File: src/rtl/memory_game_ctrl.sv
// Memory-card game sequencer for a 4x4 board.
// Moves the cursor, flips cards on picks, compares pairs, and hides a
// mismatched pair after it has been shown for REVEAL_TICKS cycles.
module memory_game_ctrl #(
    parameter int unsigned REVEAL_TICKS = 50_000_000
) (
    input  logic        clk,
    input  logic        rst_n,
    input  logic        btn_up,
    input  logic        btn_down,
    input  logic        btn_left,
    input  logic        btn_right,
    input  logic        btn_sel,
    input  logic [47:0] layout,
    output logic [3:0]  cursor,
    output logic [15:0] face_up,
    output logic [15:0] matched,
    output logic [3:0]  pairs_found,
    output logic [7:0]  moves,
    output logic        busy,
    output logic        game_over
);

    localparam int unsigned TimerW = $clog2(REVEAL_TICKS + 1);

    typedef enum logic [2:0] {StPick1, StPick2, StCompare, StReveal, StDone} state_e;

    state_e              state_q, state_d;
    logic [TimerW-1:0]   timer_q;
    logic [3:0]          first_q, second_q;
    logic [3:0]          cursor_next;
    logic [5:0]          first_base, second_base;
    logic                pick_ok, ids_equal, reveal_end, last_pair;

    // Picks are only accepted while waiting for a card and only on hidden cards.
    assign pick_ok     = btn_sel && !face_up[cursor] && !matched[cursor] &&
                         (state_q == StPick1 || state_q == StPick2);
    assign first_base  = 6'(first_q) * 6'd3;
    assign second_base = 6'(second_q) * 6'd3;
    assign ids_equal   = layout[first_base +: 3] == layout[second_base +: 3];
    assign reveal_end  = (state_q == StReveal) && (timer_q == TimerW'(REVEAL_TICKS - 1));
    assign last_pair   = pairs_found == 4'd7;

    // Cursor move with up > down > left > right priority, row/col wrap independently.
    always_comb begin
        cursor_next = cursor;
        if (btn_up) begin
            cursor_next[3:2] = cursor[3:2] - 2'd1;
        end else if (btn_down) begin
            cursor_next[3:2] = cursor[3:2] + 2'd1;
        end else if (btn_left) begin
            cursor_next[1:0] = cursor[1:0] - 2'd1;
        end else if (btn_right) begin
            cursor_next[1:0] = cursor[1:0] + 2'd1;
        end
    end

    // State register.
    always_ff @(posedge clk) begin
        if (!rst_n) begin
            state_q <= StPick1;
        end else begin
            state_q <= state_d;
        end
    end

    // Next-state logic.
    always_comb begin
        state_d = state_q;
        case (state_q)
            StPick1:   if (pick_ok) state_d = StPick2;
            StPick2:   if (pick_ok) state_d = StCompare;
            StCompare: begin
                if (ids_equal) begin
                    state_d = last_pair ? StDone : StPick1;
                end else begin
                    state_d = StReveal;
                end
            end
            StReveal:  if (reveal_end) state_d = StPick1;
            StDone:    if (btn_sel) state_d = StPick1;
            default:   state_d = StPick1;
        endcase
    end

    // State-decoded outputs.
    always_comb begin
        busy      = (state_q == StCompare) || (state_q == StReveal);
        game_over = (state_q == StDone);
    end

    // Board, cursor, counters and reveal timer.
    always_ff @(posedge clk) begin
        if (!rst_n) begin
            cursor      <= 4'd0;
            face_up     <= 16'd0;
            matched     <= 16'd0;
            pairs_found <= 4'd0;
            moves       <= 8'd0;
            timer_q     <= '0;
            first_q     <= 4'd0;
            second_q    <= 4'd0;
        end else begin
            if (state_q != StDone) begin
                cursor <= cursor_next;
            end
            case (state_q)
                StPick1: begin
                    if (pick_ok) begin
                        face_up[cursor] <= 1'b1;
                        first_q         <= cursor;
                    end
                end
                StPick2: begin
                    if (pick_ok) begin
                        face_up[cursor] <= 1'b1;
                        second_q        <= cursor;
                        if (moves != 8'hFF) begin
                            moves <= moves + 8'd1;
                        end
                    end
                end
                StCompare: begin
                    if (ids_equal) begin
                        matched[first_q]  <= 1'b1;
                        matched[second_q] <= 1'b1;
                        pairs_found       <= pairs_found + 4'd1;
                    end else begin
                        timer_q <= '0;
                    end
                end
                StReveal: begin
                    if (reveal_end) begin
                        face_up[first_q]  <= 1'b0;
                        face_up[second_q] <= 1'b0;
                        timer_q           <= '0;
                    end else begin
                        timer_q <= timer_q + TimerW'(1);
                    end
                end
                StDone: begin
                    // Restart: board is wiped and the cursor returns home.
                    if (btn_sel) begin
                        face_up     <= 16'd0;
                        matched     <= 16'd0;
                        pairs_found <= 4'd0;
                        moves       <= 8'd0;
                        cursor      <= 4'd0;
                    end
                end
                default: ;
            endcase
        end
    end

endmodule

File: config.mk
export PLATFORM = sky130hd
export DESIGN_NAME = memory_game_ctrl
export DESIGN_NICKNAME = d
export VERILOG_FILES = /design/src/rtl/memory_game_ctrl.sv
export SDC_FILE = /design/constraint.sdc
export NUM_CORES = 1
export LEC_CHECK = 0
export BUFFER_PORTS_ARGS = -buffer_cell sky130_fd_sc_hd__buf_2
export CAP_MARGIN = 20
export CORE_MARGIN = 1.5
export CORE_UTILIZATION = 51
export CTS_CLUSTER_DIAMETER = 40
export DETAILED_ROUTE_END_ITERATION = 10
export PLACE_DENSITY = 0.78
export RECOVER_POWER = 100
export SLEW_MARGIN = 20
export SYNTH_ARGS = -nofsm -noshare
export SYNTH_HDL_FRONTEND = slang
export SYNTH_SLANG_ARGS = --single-unit
File: constraint.sdc
create_clock -name clk -period 3.32 [get_ports clk]
set_input_delay 0.332 -clock clk [delete_from_list [all_inputs] [get_ports clk]]
set_output_delay 0.332 -clock clk [all_outputs]
set_load 0.05 [all_outputs]
Word level (Yosys, flattened, before mapping)
Cells that the tools add are included.
Widths: inputs -> output; s select.
Word-level totals
  word-level logic and storage cells: 116
  output and inout bits: 50
  register bits: 85
  bits of input ports: 55
Cells by class
  mux-type cells: 42
  $mul: 2
  shift-type cells: 2
  add/subtract/negate cells: 7
  bitwise logic cells: 7
  equal/unequal tests: 17
  magnitude comparators: 6
  reduce and logical (&&, ||, !) cells: 24
Operators by type and width (count)
  $shiftx 48x7->3: 2
  $mux 16: 4
  $mux 26: 2
  $pmux 26 s2: 1
  $or 16x16->16: 3
  $pmux 16 s3: 1
  $and 16x16->16: 2
  $not 16->16: 2
  $pmux 16 s2: 1
  $add 26x1->26 const B: 1
  $eq 26x26->1 const B: 1
  $mux 8: 3
  $mux 4: 5
  $mux 3: 6
  $pmux 8 s2: 1
  $lt 4x5->1 const B: 3
  $pmux 3 s5: 1
  $demux 1 s4: 3
  $ge 4x1->1 const B: 3
  $mul 4x2->6 const B: 2
  $mux 2: 6
  $ne 2x2->1 const B: 6
  $reduce_and 4->1: 3
  $add 8x1->8 const B: 1
  23 further kinds: 44

Logic depth before layout (Yosys ltp)
Gate-level depths: netlist of the first run.
  depth in word-level cells: 9
  gate-level depth with buffers: 11
  depth with buffers taken out: 8

Least setup slack after synthesis of the first run
OpenSTA, ideal clock, no wires.
  path kind: register to register
  start: register cursor[0]
  end: register moves[5]
  stages on the path, launching flop included: 8
  clock period less this slack: 2.891 ns
  slack: 0.429 ns
  data arrival time: 2.821 ns
  required time: 3.249 ns
  cells stage by stage: dfxtp_1 clkinv_1 mux4_2 a22oi_1 a211oi_2 nand2_2 or3_1 a21oi_1
Between the ends
  cells in the longest elaborated chain, start to end: 8
Ends and longest elaborated chain
  start: declaration: RTL line 15  | output logic [3:0] cursor,
  start signal: assignment: RTL line 105  | cursor <= cursor_next;
  $bmux 1 s4: RTL line 36  | assign pick_ok = btn_sel && !face_up[cursor] && !matched[cursor] &&
  $mux 1 (implied by the code): RTL line 36
  $logic_not 1->1: RTL line 36
  $logic_and 1x1->1: RTL line 36
  $logic_and 1x1->1 * (2 in series): RTL line 36
  $ne 2x2->1 (no line) *
  $reduce_and 4->1 (no line) *
  end signal: assignment: RTL line 119  | moves <= moves + 8'd1;
  end: declaration: RTL line 19  | output logic [7:0] moves,
Mark *: on every way between the ends. The rest lies on a longest branch, timed or not. The select of a mux whose other input is x is not followed.
A chain may end at the register's enable or synchronous reset.

Worst setup path after layout of the first run
  start: register cursor[0]
  end: register moves[3]
Same word-level chain as after synthesis.

==> results.sh, run 1 <==
export IMPL_async_reset_ff_frac=0
export IMPL_io_pins=105
export IMPL_synth_area_leaders="dfxtp_1, mux4_2, nor2_1"
export IMPL_finalHoldViolCount=0
export IMPL_area_growth_pct=14.0
export IMPL_grt_setup_unrepaired="false"
export IMPL_maxCapViolations=0
export IMPL_final_cells=850
export IMPL_wl_per_cell_um=17.1
export IMPL_synth_flop_cell="dfxtp_1"
export IMPL_fmax_mhz=322
export IMPL_worstMarginPinSlew_ns=0.725
export IMPL_p_clk_frac=0.333
export IMPL_p_int_w=0.00157
export IMPL_total_power_w=0.00227
export IMPL_clk_latency_ns=0.37
export IMPL_grt_pass1_vias=5008
export IMPL_die_h_um=104
export IMPL_clock_path_buffers=2
export IMPL_antenna_found_initial=0
export IMPL_synth_enable_flop_cells=0
export IMPL_portBuffers=104
export IMPL_clockRootBuffer="clkbuf_8"
export IMPL_cp_start_kind="flop"
export IMPL_path_max_fanout=10
export IMPL_hp_class="in -> reg"
export IMPL_p_comb_frac=0.187
export IMPL_syn_nets=685
export IMPL_critPathBufInv=1
export IMPL_relSlewSlack=0.512
export IMPL_worstPathRequired_ns=3.62
export IMPL_cts_htree_levels=3
export IMPL_critPathArrivalTime_ns=3.40
export IMPL_setup_worst_path_end_class="flop"
export IMPL_synth_area_per_cell_um2=8.41
export IMPL_clock_sink_count=85
export IMPL_ant_nets=0
export IMPL_yosysWarnings=0
export IMPL_num_antenna_cells=0
export IMPL_finalSetupViolations=0
export IMPL_setup_tns_ns=0
export IMPL_nets=778
export IMPL_min_period_over_period=0.934
export IMPL_ir_worst_vdd_v=0.000225
export IMPL_p_switching_w=0.000696
export IMPL_power_density_nw_per_um2=382
export IMPL_finalCriticalPeriod_ns=3.10
export IMPL_clk_pin_slew_ns=0.09
export IMPL_crit_chain="clkinv_1 -> mux4_2 -> a22oi_1 -> a211oi_1 -> nand2_1 -> or3_1 -> a21oi_1"
export IMPL_rows=36
export IMPL_grt_ovfl_total=0
export IMPL_p_sw_frac=0.307
export IMPL_core_um2=9820
export IMPL_wl_mm=14.5
export IMPL_hpwl_mm=10.7
export IMPL_drtIter0Drc=448
export IMPL_grt_pass1_wl_mm=23.8
export IMPL_drt_first_pass_iters=6
export IMPL_start_util=0.530
export IMPL_grt_max_degree=35
export IMPL_pwr_share_seq=0.480
export IMPL_synth_top_area_cell="dfxtp_1"
export IMPL_synth_seq_area_share=0.327
export IMPL_yosys_top_cells_count="nor2_1, dfxtp_1, nand2_1, o21ai_0, nand3_1"
export IMPL_synth_top_area_share=0.327
export IMPL_die_w_um=104
export IMPL_status="finished clean"
export IMPL_grt_usage=0.270
export IMPL_crit_path_max_incr_delay_ns=0.61
export IMPL_crit_family="compound AO/OA/AOI/OAI gates"
export IMPL_finalMaxSlewViolations=0
export IMPL_syn_inst=619
export IMPL_skew_ns=0.0117
export IMPL_die_area_um2=10800
export IMPL_postLayoutCellArea_um2=5940
export IMPL_dpl_cell_area_um2=5820
export IMPL_drive_above_1_share=0.188
export IMPL_ys_ff_latch=85
export IMPL_final_util=0.604
export IMPL_cts_setup_buffers=0
export IMPL_gp_congestion=0.896
export IMPL_drcViolationCount=0
export IMPL_cts_tree="yes"
export IMPL_crit_type="reg -> reg"
export IMPL_vias_per_cell=6.19
export IMPL_yosysMostFrequentCell="nor2_1"
export IMPL_synth_distinct_cells=53
export IMPL_holdBufCountCts=0
export IMPL_dr_total_vias=5258
export IMPL_p_leak_nw=2.06
export IMPL_synth_area_um2=5210
export IMPL_placed_cells=834
export IMPL_crit_slowest_cell="a211oi_1"
export IMPL_cts_inserted_buffers=9
-- logic make-up (layout without fill, tap and decap cells) --
| kind of cell | count (synthesis) | in the layout | share of synthesized area |
|---|---|---|---|
| DFF | 85 | 85 | 0.327 |
| muxes | 39 | 39 | 0.142 |
| and+or+nand+nor | 281 | 281 | 0.258 |
| AOI/OAI and AO/OA | 144 | 144 | 0.186 |
| adders and majority gates | 11 | 11 | 0.0264 |
| buffers and inverters | 49 | 147 | 0.0440 |
| xor gates and xnor gates | 10 | 10 | 0.0168 |
-- flip-flops by register name, indices dropped and copies added, names as in the netlist --
name / cells
timer_q: 26
state_q: 3
first_q: 4
moves: 8
matched: 16
cursor: 4
face_up: 16
second_q: 4
pairs_found: 4
-- layout make-up --
| cell class | instances | area, um^2 |
|---|---|---|
| inverter | 14 | 52.6 |
| timing repair buffer | 117 | 542 |
| fill | 913 | 3880 |
| clock buffer | 11 | 141 |
| tap | 133 | 166 |
| sequential | 85 | 1700 |
| clock inverter | 5 | 57.6 |
| multi-input combinational | 485 | 3270 |
-- worst register-to-register path, stage by stage, from the launching register on --
cell and delay (ns):
dfxtp_1 0.52, clkinv_1 0.39, mux4_2 0.47, a22oi_1 0.11, a211oi_1 0.61, nand2_1 0.36
or3_1 0.43, a21oi_1 0.15
-- metal layers --
metal,part of all wire,global-route usage,up-vias
li1,-,-,2474
met3,0.091,0.0614,30
met5,0,0,-
met1,0.42,0.365,2484
met4,0.021,0.117,0
met2,0.47,0.415,270
-- stage by stage --
stage | setup slack (ns) | hold WS, ns
final | 0.218 | 0.374
after global routing | 0.0946 | 0.397
after CTS | 0.249 | 0.349
after detailed placement | -0.0389 | 0.469
after global placement | 0.0577 | 0.456
after floorplan | 0.429 | 0.451
-- what timing repair did --
action                     in CTS  in global routing
setup endpoints to repair      15                  3
resized for setup               1                  1
pin swaps                       0                  0
-- power by group through the flow --
stage	registers (W)	logic (W)	clock network (W)
after floorplan	0.00113	0.000282	0
after detailed placement	0.00111	0.000429	0
after global routing	0.00109	0.000459	0.000815
after global placement	0.00111	0.000417	0
final	0.00109	0.000424	0.000755
after CTS	0.00109	0.000431	0.000765
-- path summary, 6_finish.rpt --
| check | start | endpoint | slack (ns) | cells past startpoint |
|---|---|---|---|---|
| max | cursor[0]$_SDFF_PN0_ | moves[3]$_SDFFE_PN0P_ | 0.22 | 7 |
| min | btn_sel | pairs_found[1]$_SDFFE_PN0P_ | 0.37 | 4 |
| max reg2reg | cursor[0]$_SDFF_PN0_ | moves[3]$_SDFFE_PN0P_ | 0.22 | 7 |
| min reg2reg | matched[9]$_SDFFE_PN0P_ | matched[9]$_SDFFE_PN0P_ | 0.48 | 2 |
-- cell usage in the layout (no fill, tap or decap), drive strengths merged, types with 2 or more instances in the layout --
cell type,count
o221a,13
or3,10
ha,11
nand3b,5
buf,63
a41oi,9
o21ai,45
or2,8
o211ai,4
nor2b,4
a21oi,25
nand4,9
mux4,28
o31ai,3
inv,12
mux2i,11
nand3,33
or4,2
o22ai,17
and2,4
nor2,95
dfxtp,85
xor2,6
nand2b,11
and4,3
nand2,68
xnor2,4
clkinv,6
a31oi,8
and3,6
nor4,3
nand4b,3
nor3,13
clkbuf,65
o21a,2
a22oi,11
Power figures use the tool's default switching activity.
==> run 2, diff against run 1 <==
Settings changed: ABC_AREA from default to 1, PLACE_DENSITY 0.78 to 0.76.
==> run 2 against run 1 <==
Sequential share of layout area shrank 4.7 points. Wire length grew 23%. Sequential power grew 20%. Largest cell class unchanged. Count of clock-buffer cells in the layout is the same. Utilization shrank 1.5 points. Via count grew 32%.
==> results.sh, run 2 <==
export IMPL_hpwl_mm=13.0
export IMPL_drcViolationCount=0
export IMPL_nets=1234
export IMPL_path_max_fanout=22
export IMPL_grt_setup_unrepaired="false"
export IMPL_cts_repair_resized=0
export IMPL_syn_inst=1081
export IMPL_setup_tns_ns=0
export IMPL_holdWs_ns=0.320
export IMPL_cp_start_kind="flop"
export IMPL_cts_inserted_buffers=9
export IMPL_grt_pass1_wl_mm=29.5
export IMPL_drt_first_pass_iters=5
export IMPL_io_pins=105
export IMPL_worstPathRequired_ns=3.55
export IMPL_wl_per_cell_um=13.3
export IMPL_multi_input_area_um2=3820
export IMPL_finalMaxSlewViolations=0
export IMPL_vias_per_cell=5.18
export IMPL_synth_area_um2=6330
export IMPL_final_cell_mix="nand2_1, inv_1, nor2_1, dfxtp_1, nand3_1"
export IMPL_finalSetupViolations=0
export IMPL_seq_area_um2=1700
export IMPL_core_um2=12100
export IMPL_cts_tree="yes"
export IMPL_clk_latency_ns=0.35
export IMPL_yosys_top_cells_count="nand2_1, inv_1, nor2_1, dfxtp_1, a21oi_1"
export IMPL_portBuffers=104
export IMPL_synth_area_per_cell_um2=5.85
export IMPL_fin_ws_ns=0.510
export IMPL_drive_above_1_share=0.0912
export IMPL_maxCapViolations=0
export IMPL_synth_area_leaders="dfxtp_1, nand2_1, inv_1"
export IMPL_critPathArrivalTime_ns=3.04
export IMPL_synthSimpleGateAreaFrac=0.419
export IMPL_synth_top_family_by_area="simple AND/OR/NAND/NOR gates"
export IMPL_synth_distinct_cells=37
export IMPL_nFillCells=1236
export IMPL_area_growth_pct=12.3
export IMPL_p_leak_nw=3.16
export IMPL_largest_register="timer_q"
export IMPL_synth_compound_area_frac=0.153
export IMPL_yosysMostFrequentCell="nand2_1"
export IMPL_synth_top_area_share=0.269
export IMPL_skew_ns=0.0100
export IMPL_ant_nets=0
export IMPL_synth_xor_area_share=0.0180
export IMPL_start_util=0.525
export IMPL_worstMarginPinSlew_ns=1.21
export IMPL_synth_enable_flop_cells=0
export IMPL_power_density_nw_per_um2=599
export IMPL_syn_nets=1147
export IMPL_cts_htree_levels=3
export IMPL_async_reset_ff_frac=0
export IMPL_ys_ff_latch=85
export IMPL_placed_cells=1325
export IMPL_yosysWarnings=0
export IMPL_wl_mm=17.9
export IMPL_synth_top_area_cell="dfxtp_1"
export IMPL_status="finished clean"
export IMPL_layout_commonest_cell="nand2_1"
export IMPL_grt_usage=0.279
export IMPL_finalCriticalPeriod_ns=2.81
export IMPL_gp_congestion=0.912
export IMPL_die_w_um=114
export IMPL_die_area_um2=13100
export IMPL_relSlewSlack=0.192
export IMPL_finalHoldViolCount=0
export IMPL_grt_max_degree=33
export IMPL_final_util=0.589
export IMPL_die_h_um=114
export IMPL_final_cells=1343
export IMPL_clock_sink_count=85
export IMPL_rows=40
export IMPL_ir_worst_vdd_v=0.000345
export IMPL_antenna_found_initial=1
export IMPL_fmax_mhz=356
export IMPL_drtIter0Drc=691
export IMPL_setup_worst_path_end_class="flop"
export IMPL_synth_fa_ha_area_frac=0.0217
export IMPL_grt_pass1_vias=6203
export IMPL_synth_seq_area_share=0.269
export IMPL_clockRootBuffer="clkbuf_16"
export IMPL_min_period_over_period=0.846
export IMPL_cts_setup_buffers=0
export IMPL_hp_class="in -> reg"
export IMPL_dr_total_vias=6954
export IMPL_reg_top3="timer_q: 26 flops, face_up: 16 flops, matched: 16 flops"
export IMPL_grt_ovfl_total=0
export IMPL_dp_slack_ns=0.693
export IMPL_synth_flop_cell="dfxtp_1"
export IMPL_clock_path_buffers=2
export IMPL_crit_type="reg -> reg"
export IMPL_clk_pin_slew_ns=0.06
export IMPL_largest_register_ffs=26
export IMPL_synth_mux_area_frac=0
export IMPL_holdBufCountCts=0
[run 2: changes by cell type after synthesis, moves of 10 or more]
cell and delta:
nand2_1 +349, inv_1 +111, a21oi_1 +39, mux4_2 -28, nand3_1 +28, o221a_2 -13
o22ai_1 -12, a21oi_2 +11, mux2i_1 -11, nand2b_1 -11, nand3_2 +11, o21ai_1 +11
or3_1 -10
[run 2: cells by family (layout without fill, tap and decap cells)]
kind of cell             after synthesis  count (layout)
AND/OR/NAND/NOR                      635             635
buffers and inverters                172             264
AO/OA/AOI/OAI                        165             165
flip-flops                            85              85
XOR/XNOR                              13              13
adder cells (fa/ha/maj)               11              11
other                                  0               2
[run 2: area by class of cell]
| class | count | area share |
|---|---|---|
| flip-flops and latches | 85 | 0.240 |
| well taps | 168 | 0.0296 |
| clock buffers | 11 | 0.0342 |
| clock inverters | 5 | 0.00493 |
| multi-input cells | 824 | 0.537 |
| inverters | 129 | 0.0689 |
| repair buffers | 119 | 0.0851 |
| diodes | 2 | 0.000704 |
[run 2: routing by layer]
layer	routed length, um	track usage	vias up
met5	0	0	-
met2	8230	0.457	247
met3	1370	0.0672	33
met1	7820	0.350	3061
met4	450	0.118	0
li1	-	-	3613
[run 2: power breakdown]
part	switching (W)	internal (W)
clock	0.000426	0.000529
sequential	0.000142	0.00117
combinational	0.00147	0.000523
total	0.00203	0.00222
[run 2: worst max-delay path, stage by stage (launching register included)]
cell	delay (ns)
dfxtp_1	0.45
inv_1	0.11
nor2_1	0.58
nand2_1	0.14
nand2_1	0.09
clkbuf_1	0.89
inv_1	0.22
o21ai_0	0.14
a21oi_1	0.05
[run 2: worst paths after layout]
| kind | start | end | slack, ns | cells past startpoint |
|---|---|---|---|---|
| min | btn_up | cursor[3]$_SDFF_PN0_ | 0.32 | 4 |
| max | state_q[2]$_SDFFE_PN0P_ | moves[2]$_SDFFE_PN0P_ | 0.51 | 8 |
| max reg2reg | state_q[2]$_SDFFE_PN0P_ | moves[2]$_SDFFE_PN0P_ | 0.51 | 8 |
| min reg2reg | matched[14]$_SDFFE_PN0P_ | matched[14]$_SDFFE_PN0P_ | 0.46 | 2 |
[run 2: through the flow]
stage | power, W | cell area (um^2)
2_1_floorplan | 0.00289 | 6330
3_3_place_gp | 0.00333 | 6950
3_5_place_dp | 0.00335 | 6950
4_1_cts | 0.00432 | 7220
5_1_grt | 0.00454 | 7100
6_report | 0.00425 | 7100
